--- src/rtl/axis_sync_fifo_pkg.sv ---
// Shared sizing helpers for the AXI-Stream sync FIFO and its storage.
// Entries are stored as {tlast, tdata}; parametrised width rules out a package struct.
package axis_fifo_pkg;

  localparam int SIDEBAND_W = 1;

  function automatic int clog2_safe(input int n);
    int r;
    r = 1;
    while ((1 << r) < n) r = r + 1;
    return r;
  endfunction

  function automatic int ptr_w(input int depth);
    return clog2_safe(depth) + 1;
  endfunction

  function automatic int lvl_w(input int depth);
    return clog2_safe(depth) + 1;
  endfunction

endpackage

--- src/rtl/axis_sync_fifo_mem_2p.sv ---
// Storage for axis_sync_fifo: one synchronous write port and one asynchronous read port.
// Read data follows raddr combinationally; no backpressure, contents are never reset.
module fifo_mem_2p
  import axis_fifo_pkg::*;
#(
  parameter int WIDTH = 33,
  parameter int DEPTH = 16,
  localparam int AW = clog2_safe(DEPTH)
) (
  input  logic             clk,
  input  logic             we,
  input  logic [AW-1:0]    waddr,
  input  logic [WIDTH-1:0] wdata,
  input  logic [AW-1:0]    raddr,
  output logic [WIDTH-1:0] rdata
);

  logic [WIDTH-1:0] mem [DEPTH];

  always_ff @(posedge clk) begin
    if (we) mem[waddr] <= wdata;
  end

  assign rdata = mem[raddr];

endmodule

--- src/rtl/axis_sync_fifo.sv ---
// Single-clock FWFT AXI-Stream FIFO with level and almost flags; write-to-output latency 1 cycle.
// Backpressure: registered s_axis_tready drops when full; head word held while m_axis_tready is low.
module axis_sync_fifo
  import axis_fifo_pkg::*;
#(
  parameter int DWIDTH     = 32,
  parameter int DEPTH      = 16,
  parameter int AFULL_LVL  = DEPTH - 2,
  parameter int AEMPTY_LVL = 1
) (
  input  logic                         clk,
  input  logic                         rstn,
  input  logic                         flush,
  input  logic [DWIDTH-1:0]            s_axis_tdata,
  input  logic                         s_axis_tlast,
  input  logic                         s_axis_tvalid,
  output logic                         s_axis_tready,
  output logic [DWIDTH-1:0]            m_axis_tdata,
  output logic                         m_axis_tlast,
  output logic                         m_axis_tvalid,
  input  logic                         m_axis_tready,
  output logic [lvl_w(DEPTH)-1:0]      level,
  output logic                         almost_full,
  output logic                         almost_empty
);

  localparam int AW = clog2_safe(DEPTH);
  localparam int PW = ptr_w(DEPTH);
  localparam int LW = lvl_w(DEPTH);
  localparam int WW = DWIDTH + SIDEBAND_W;

  logic [PW-1:0] wptr, rptr;
  logic [PW-1:0] wptr_nxt, rptr_nxt;
  logic [LW-1:0] level_nxt;
  logic          push, pop;
  logic          full_nxt, empty_nxt;
  logic [WW-1:0] rd_word;

  assign push = s_axis_tvalid & s_axis_tready;
  assign pop  = m_axis_tvalid & m_axis_tready;

  always_comb begin
    wptr_nxt  = wptr + PW'(push);
    rptr_nxt  = rptr + PW'(pop);
    level_nxt = level;
    if (push && !pop)
      level_nxt = level + LW'(1);
    else if (pop && !push)
      level_nxt = level - LW'(1);
    // Wrap bit distinguishes full from empty when the index bits coincide.
    empty_nxt = (wptr_nxt == rptr_nxt);
    full_nxt  = (wptr_nxt[AW-1:0] == rptr_nxt[AW-1:0]) && (wptr_nxt[AW] != rptr_nxt[AW]);
  end

  always_ff @(posedge clk or negedge rstn) begin
    if (!rstn) begin
      wptr          <= '0;
      rptr          <= '0;
      level         <= '0;
      m_axis_tvalid <= 1'b0;
      s_axis_tready <= 1'b0;
      almost_full   <= 1'b0;
      almost_empty  <= 1'b1;
    end else if (flush) begin
      rptr          <= wptr;
      level         <= '0;
      m_axis_tvalid <= 1'b0;
      s_axis_tready <= 1'b1;
      almost_full   <= 1'b0;
      almost_empty  <= 1'b1;
    end else begin
      wptr          <= wptr_nxt;
      rptr          <= rptr_nxt;
      level         <= level_nxt;
      m_axis_tvalid <= !empty_nxt;
      s_axis_tready <= !full_nxt;
      almost_full   <= (level_nxt >= LW'(AFULL_LVL));
      almost_empty  <= (level_nxt <= LW'(AEMPTY_LVL));
    end
  end

  fifo_mem_2p #(
    .WIDTH (WW),
    .DEPTH (DEPTH)
  ) u_mem (
    .clk   (clk),
    .we    (push & ~flush),
    .waddr (wptr[AW-1:0]),
    .wdata ({s_axis_tlast, s_axis_tdata}),
    .raddr (rptr[AW-1:0]),
    .rdata (rd_word)
  );

  assign {m_axis_tlast, m_axis_tdata} = rd_word;

endmodule

--- config.mk ---
export PLATFORM = sky130hd
export DESIGN_NAME = axis_sync_fifo
export DESIGN_NICKNAME = d
export VERILOG_FILES = /design/src/rtl/axis_sync_fifo_pkg.sv /design/src/rtl/axis_sync_fifo_mem_2p.sv /design/src/rtl/axis_sync_fifo.sv
export SDC_FILE = /design/constraint.sdc
export NUM_CORES = 1
export LEC_CHECK = 0
export CAP_MARGIN = 20
export CORE_MARGIN = 8
export CORE_UTILIZATION = 50
export DETAILED_ROUTE_END_ITERATION = 12
export PLACE_DENSITY = 0.68
export SYNTH_ARGS = -nofsm -noshare
export SYNTH_HDL_FRONTEND = slang
export SYNTH_SLANG_ARGS = --single-unit
export TNS_END_PERCENT = 30
--- constraint.sdc ---
create_clock -name clk -period 5 [get_ports clk]
set_clock_uncertainty 0.1 [all_clocks]
set_input_delay 1 -clock clk [delete_from_list [all_inputs] [get_ports clk]]
set_output_delay 1 -clock clk [all_outputs]
set_load 0.02 [all_outputs]
==> results.cfg, run 1 <==
[setup_path]
cp-start-kind = flip-flop
path_max_fanout = 31
worstSetupPathType = reg2out
cp_common_cell = mux4_2
timing.rr.start = rptr[2]
crit_buf_inv = 2
path_delay_family = buffers and inverters
cpMaxStageDelayCell = dfrtp_4
r2r_cells = 6
slowest_delay_ns = 0.69
worstPathRequired_ns = 3.90
crit_arrival_ns = 3.26
critPathCaptureType = output pin
cp_cell_sequence = buf_4, mux4_2, mux4_2, clkdlybuf4s50_1
r2r-end = m_axis_tvalid
r2r_setup_slack_ns = 2.51

[floorplan]
rows = 75
die_height_um = 220.5
io_pins = 80
die_area_um2 = 48620
core-area_um2 = 41570
start_util = 0.5030
die_w_um = 220.5

[yosys]
synth_xor_area_frac = 0.007958
synth_top_family_by_area = multiplexers
synth_common_cells = edfxtp_1 (528), mux4_2 (165), clkbuf_1 (22)
yosysTopAreaCell = edfxtp_1
synth_area_um2 = 20910
synth-edff-count = 528
avgSynthCellArea_um2 = 24.40
synthDistinctLibCells = 31
ys_seq_area_frac = 0.7810
synthSimpleGateAreaFrac = 0.01125
synth-compound-area-share = 0.003530
yosys.area_share.adder = 0.003590
ys_warn_count = 0
yosysMostFrequentCell = edfxtp_1
syn_nets = 901
async_reset_ff_frac = 0.03473
yosysTopAreaCellShare = 0.7582
synth_area_leaders = edfxtp_1 (76%), mux4_2 (18%), dfrtp_1 (2.2%), buf_6 (0.48%), xnor2_1 (0.42%)
ys_ff_latch = 547
ys.flop_type = edfxtp_1
syn_inst = 857
synth_mux_area_frac = 0.1793

[cells_and_area]
nets = 1025
syn2layout_area_growth_pct = 17.63
drive_above_1_share = 0.2970
nFillCells = 2868
stdcell_area_um2 = 24600

[routing]
vias_per_cell = 5.930
antenna_left = 0
routed_wl_mm = 43.53
top_layer = met5
route.detailed.drc = 0
wl_met3_mm = 2.593
wl_per_cell_um = 27.76
drt-pass1-iter-count = 5
met2_length_mm = 22.43
vias = 9298
drt_first_iter_violations = 813
wl_met1_mm = 17.50

[pwr]
switching_share = 0.2712
leakagePower_nw = 7.702
ir_drop_mv = 0.3818
p_seq_frac = 0.409
p_comb_frac = 0.264
switching_power_mw = 3.631
pwr-share-clk = 0.327
cellPowerDensity_nw_per_um2 = 544.4
p_int_mw = 9.760

[timing]
timing.setup.tns_ns = 0
worstMarginPinSlew_ns = 0.8782
setup_viol = 0
hold_viol_final = 0
rsz0062_at_grt = false
fmax_ghz = 0.2294
period_share = 0.8719
max_slew_margin = 0.4131
period_needed_ns = 4.360
slew_violations = 0

[hold_path]
holdCritStartpoint = wptr[4]
min_to = wptr[4]
hold_path_class = reg2reg
hold_depth = 1

[global_routing]
grt_pass1_vias = 9970
grt_pass1_wl_mm = 64.41
grt_usage = 0.1841
antenna_found_initial = 4
grt_max_degree = 61
grt.overflow.total = 0

[placement]
portBuffers = 79
placed_cell_area_um2 = 22640
dp_hpwl_mm = 23.14
gp_congestion = 0.7235

[clock_tree]
clk_latency_ns = 0.59
cts_hold_buffers = 0
cts_tree = yes
clock_path_buffers = 3
cts_root_buffer = clkbuf_16
path_clk_slew_ns = 0.06
cts_resized = 0
clkSinkCount = 547
htreeDepth = 2
cts_buffers = 55
postCtsSetupRepairBufs = 0

[run]
maxCapViolations = 0

[outcome]
status = finished clean
worst max-delay path by stage:
stage          startpoint               to  slack (ns)  depth (start not counted)
4_1_cts           rptr[1]  m_axis_tdata[0]        0.56                          4
3_3_place_gp      rptr[1]  m_axis_tdata[0]        1.23                          4
6_report          rptr[1]  m_axis_tdata[0]        0.64                          4
3_5_place_dp      rptr[1]  m_axis_tdata[0]        1.20                          4
2_1_floorplan       flush  u_mem.mem[4][0]        0.61                          4
5_1_grt           rptr[1]  m_axis_tdata[0]        0.54                          4
registers in the layout, summed over array words and instances, names as in the netlist:
name           flops
almost_full        1
wptr               5
s_axis_tready      1
almost_empty       1
rptr               5
m_axis_tvalid      1
u_mem.mem        528
level              5
final cells by class:
| cell class | count | area (µm²) | area share |
|---|---|---|---|
| Antenna cell | 2 | 5.005 | 0.0002035 |
| Multi-Input combinational cell | 256 | 4409 | 0.1793 |
| Clock buffer | 59 | 1413 | 0.05743 |
| Timing Repair Buffer | 110 | 1174 | 0.04771 |
| Tap cell | 539 | 674.4 | 0.02742 |
| Inverter | 11 | 41.29 | 0.001679 |
| Sequential cell | 547 | 16340 | 0.6644 |
| Clock inverter | 44 | 539.3 | 0.02192 |
per-stage QoR:
step,hold WS (ns),setup slack [ns],instances,power (mW),utilization
4_1_cts,0.3749,0.5597,1566,13.56,0.5916
3_3_place_gp,0.3648,1.231,1463,9.164,0.5446
6_report,0.3691,0.6405,1568,13.39,0.5917
3_5_place_dp,0.3623,1.205,1463,9.189,0.5446
5_1_grt,0.4201,0.5358,1567,13.90,0.5916
2_1_floorplan,0.3455,0.6126,857,7.884,-
power by group through the flow:
stage          clock, mW  combinational, mW  sequential [mW]
2_1_floorplan          0               2.44             5.44
3_3_place_gp           0               3.60             5.56
3_5_place_dp           0               3.62             5.57
4_1_cts             4.45               3.63             5.48
5_1_grt             4.63               3.76             5.50
6_report            4.38               3.54             5.47
cells in the final DEF, fill, tap and decap left out, drive strengths merged, types with 2 or more instances in the layout:
| cell type | instances |
|---|---|
| o21ai | 4 |
| nand2 | 10 |
| ha | 6 |
| clkbuf | 59 |
| diode | 2 |
| xor2 | 9 |
| xnor2 | 10 |
| nor3 | 8 |
| mux2 | 2 |
| nor2 | 21 |
| inv | 12 |
| clkdlybuf4s50 | 79 |
| a22oi | 2 |
| nand4 | 2 |
| nand3 | 4 |
| buf | 31 |
| clkinvlp | 3 |
| bufinv | 12 |
| clkinv | 28 |
| dfrtp | 18 |
| mux4 | 165 |
| nand2b | 3 |
| edfxtp | 528 |
routing by layer:
layer  vias to the layer above  track usage
met5                         -            0
met4                         4      0.06003
met3                        73      0.03855
met2                       292       0.3113
met1                      4996       0.2383
li1                       3933            -
kinds of logic after synthesis:
group                      Yosys count
adders and majority gates            6
AOI/OAI and AO/OA                   11
DFF                                547
and+or+nand+nor                     52
xor gates and xnor gates            19
buffers and inverters               54
muxes                              168
worst reg2reg max path, stage by stage (launching register included):
cell	delay (ns)
dfrtp_2	0.84
buf_4	0.49
nand3_1	0.17
xnor2_1	0.19
xnor2_1	0.17
nor4_1	0.30
a21oi_1	0.12
Power figures use the tool's default switching activity.
==> inputs of run 2 (changes only) <==
CORE_UTILIZATION = 40   (was 50)
PLACE_DENSITY = 0.57   (was 0.68)
==> run 2 against run 1 <==
Effect of this change:
- worst hold slack improved by 0.0093 ns
- total power fell by 2.7%
- flip-flop and latch count did not move
- setup slack improved by 0.037 ns
- highest routed layer unchanged
==> results.cfg, run 2 (synthesized netlist as in run 1, its figures left out) <==
[routing]
route.detailed.drc = 0
wl_per_cell_um = 26.15
routed_wl_mm = 44.93
vias_per_cell = 5.399
antenna_left = 0
vias = 9276
drt-pass1-iter-count = 7
drt_first_iter_violations = 816

[floorplan]
rows = 84
die_w_um = 244.6
die_height_um = 244.6
io_pins = 80
core-area_um2 = 52130
die_area_um2 = 59850
start_util = 0.4011

[clock_tree]
clock_path_buffers = 3
cts_resized = 0
cts_root_buffer = clkbuf_16
cts_tree = yes
postCtsSetupRepairBufs = 0
clkSinkCount = 547
htreeDepth = 2
path_clk_slew_ns = 0.06
cts_buffers = 55
clk_latency_ns = 0.62
cts_hold_buffers = 0

[cells_and_area]
final_cell_mix = edfxtp_1 (528), mux4_2 (165), clkdlybuf4s50_1 (79), clkbuf_16 (55), buf_4 (22)
drive_above_1_share = 0.2840
largest_reg_flops = 528
largest-register = u_mem.mem
nets = 1028
mostFrequentLayoutCell = edfxtp_1
syn2layout_area_growth_pct = 17.60
fin_util = 0.4718

[global_routing]
grt.overflow.total = 0
grtUsageMet1 = 0.2123
met2_usage = 0.2472
grt_pass1_wl_mm = 67.59
antenna_found_initial = 2
grt_max_degree = 45
grt_usage = 0.1530
grt.busiest_layer = met2
grt_pass1_vias = 10030
met3_usage = 0.02946

[timing]
period_needed_ns = 4.322
slew_violations = 0
max_slew_margin = 0.4214
worstMarginPinSlew_ns = 0.8653
hold_viol_final = 0
fmax_ghz = 0.2314
period_share = 0.8645
rsz0062_at_grt = false
setup_viol = 0
timing.setup.tns_ns = 0

[setup_path]
path_max_fanout = 17
cp-start-kind = flip-flop
r2r_cells = 7
cp_cell_sequence = buf_4, mux4_2, mux4_2, clkdlybuf4s50_1
worstSetupPathType = reg2out
crit_arrival_ns = 3.22
critPathCaptureType = output pin
slowest_delay_ns = 0.57
cpMaxStageDelayCell = clkdlybuf4s50_1
worstPathRequired_ns = 3.90
cp_common_cell = mux4_2

[run]
maxCapViolations = 0

[placement]
gp_congestion = 0.7006
portBuffers = 79
dp_hpwl_mm = 24.07

[pwr]
leakagePower_nw = 7.608
ir_drop_mv = 0.2819
cellPowerDensity_nw_per_um2 = 530.1

[hold_path]
hold_depth = 1
hold_path_class = reg2reg

[outcome]
status = finished clean
run 2: changes by cell type in the layout (fill, tap and decap cells not counted), sizes merged:
cell	before	now
clkbuf	59	69
clkinv	28	26
clkinvlp	3	1
buf	31	34
bufinv	12	4
run 2: final cells by class:
type	instances	area, µm²
well taps	688	860.8
multi-input cells	256	4409
flip-flops and latches	547	16340
inverters	11	41.29
clock inverters	32	309.0
repair buffers	113	1196
diodes	2	5.005
fillers	4350	27540
clock buffers	69	1429
run 2: worst max-delay path, delay by kind of cell (launching register included):
kind                   cells  cell delay, ns
multiplexers               2            1.09
buffers and inverters      2            0.95
flip-flops                 1            0.55
run 2: final timing paths:
path	start	end	slack, ns
max	rptr[0]	m_axis_tlast	0.68
max reg2reg	rptr[0]	m_axis_tvalid	2.55
min	wptr[4]	wptr[4]	0.38
max in group asynchronous	rstn	rptr[0]	3.39
min reg2reg	wptr[4]	wptr[4]	0.38
min in group asynchronous	rstn	level[4]	0.77
run 2: routing by layer:
| layer | share of wire | wire length (µm) | vias up |
|---|---|---|---|
| li1 | - | - | 3928 |
| met5 | 0.00024 | 11 | - |
| met4 | 0.017 | 785 | 2 |
| met2 | 0.49 | 22080 | 212 |
| met1 | 0.44 | 19800 | 5071 |
| met3 | 0.050 | 2250 | 63 |
run 2: through the flow:
| stage | power, mW | area (µm²) | worst slack, ns | hold WS [ns] | std cells |
|---|---|---|---|---|---|
| 3_3_place_gp | 9.264 | 22850 | 1.260 | 0.3628 | 1615 |
| 3_5_place_dp | 9.278 | 22850 | 1.259 | 0.3636 | 1615 |
| 4_1_cts | 13.26 | 24590 | 0.5600 | 0.3761 | 1716 |
| 6_report | 13.04 | 24590 | 0.6776 | 0.3785 | 1718 |
| 5_1_grt | 13.59 | 24590 | 0.5262 | 0.4006 | 1716 |
| 2_1_floorplan | 7.884 | 20910 | 0.6126 | 0.3455 | 857 |
run 2: where the power goes:
group	internal, mW	switching (mW)	leakage [nW]
clock	2.24	1.72	0.835
combinational	1.84	1.77	1.78
sequential	5.27	0.180	4.99
total	9.36	3.68	7.61
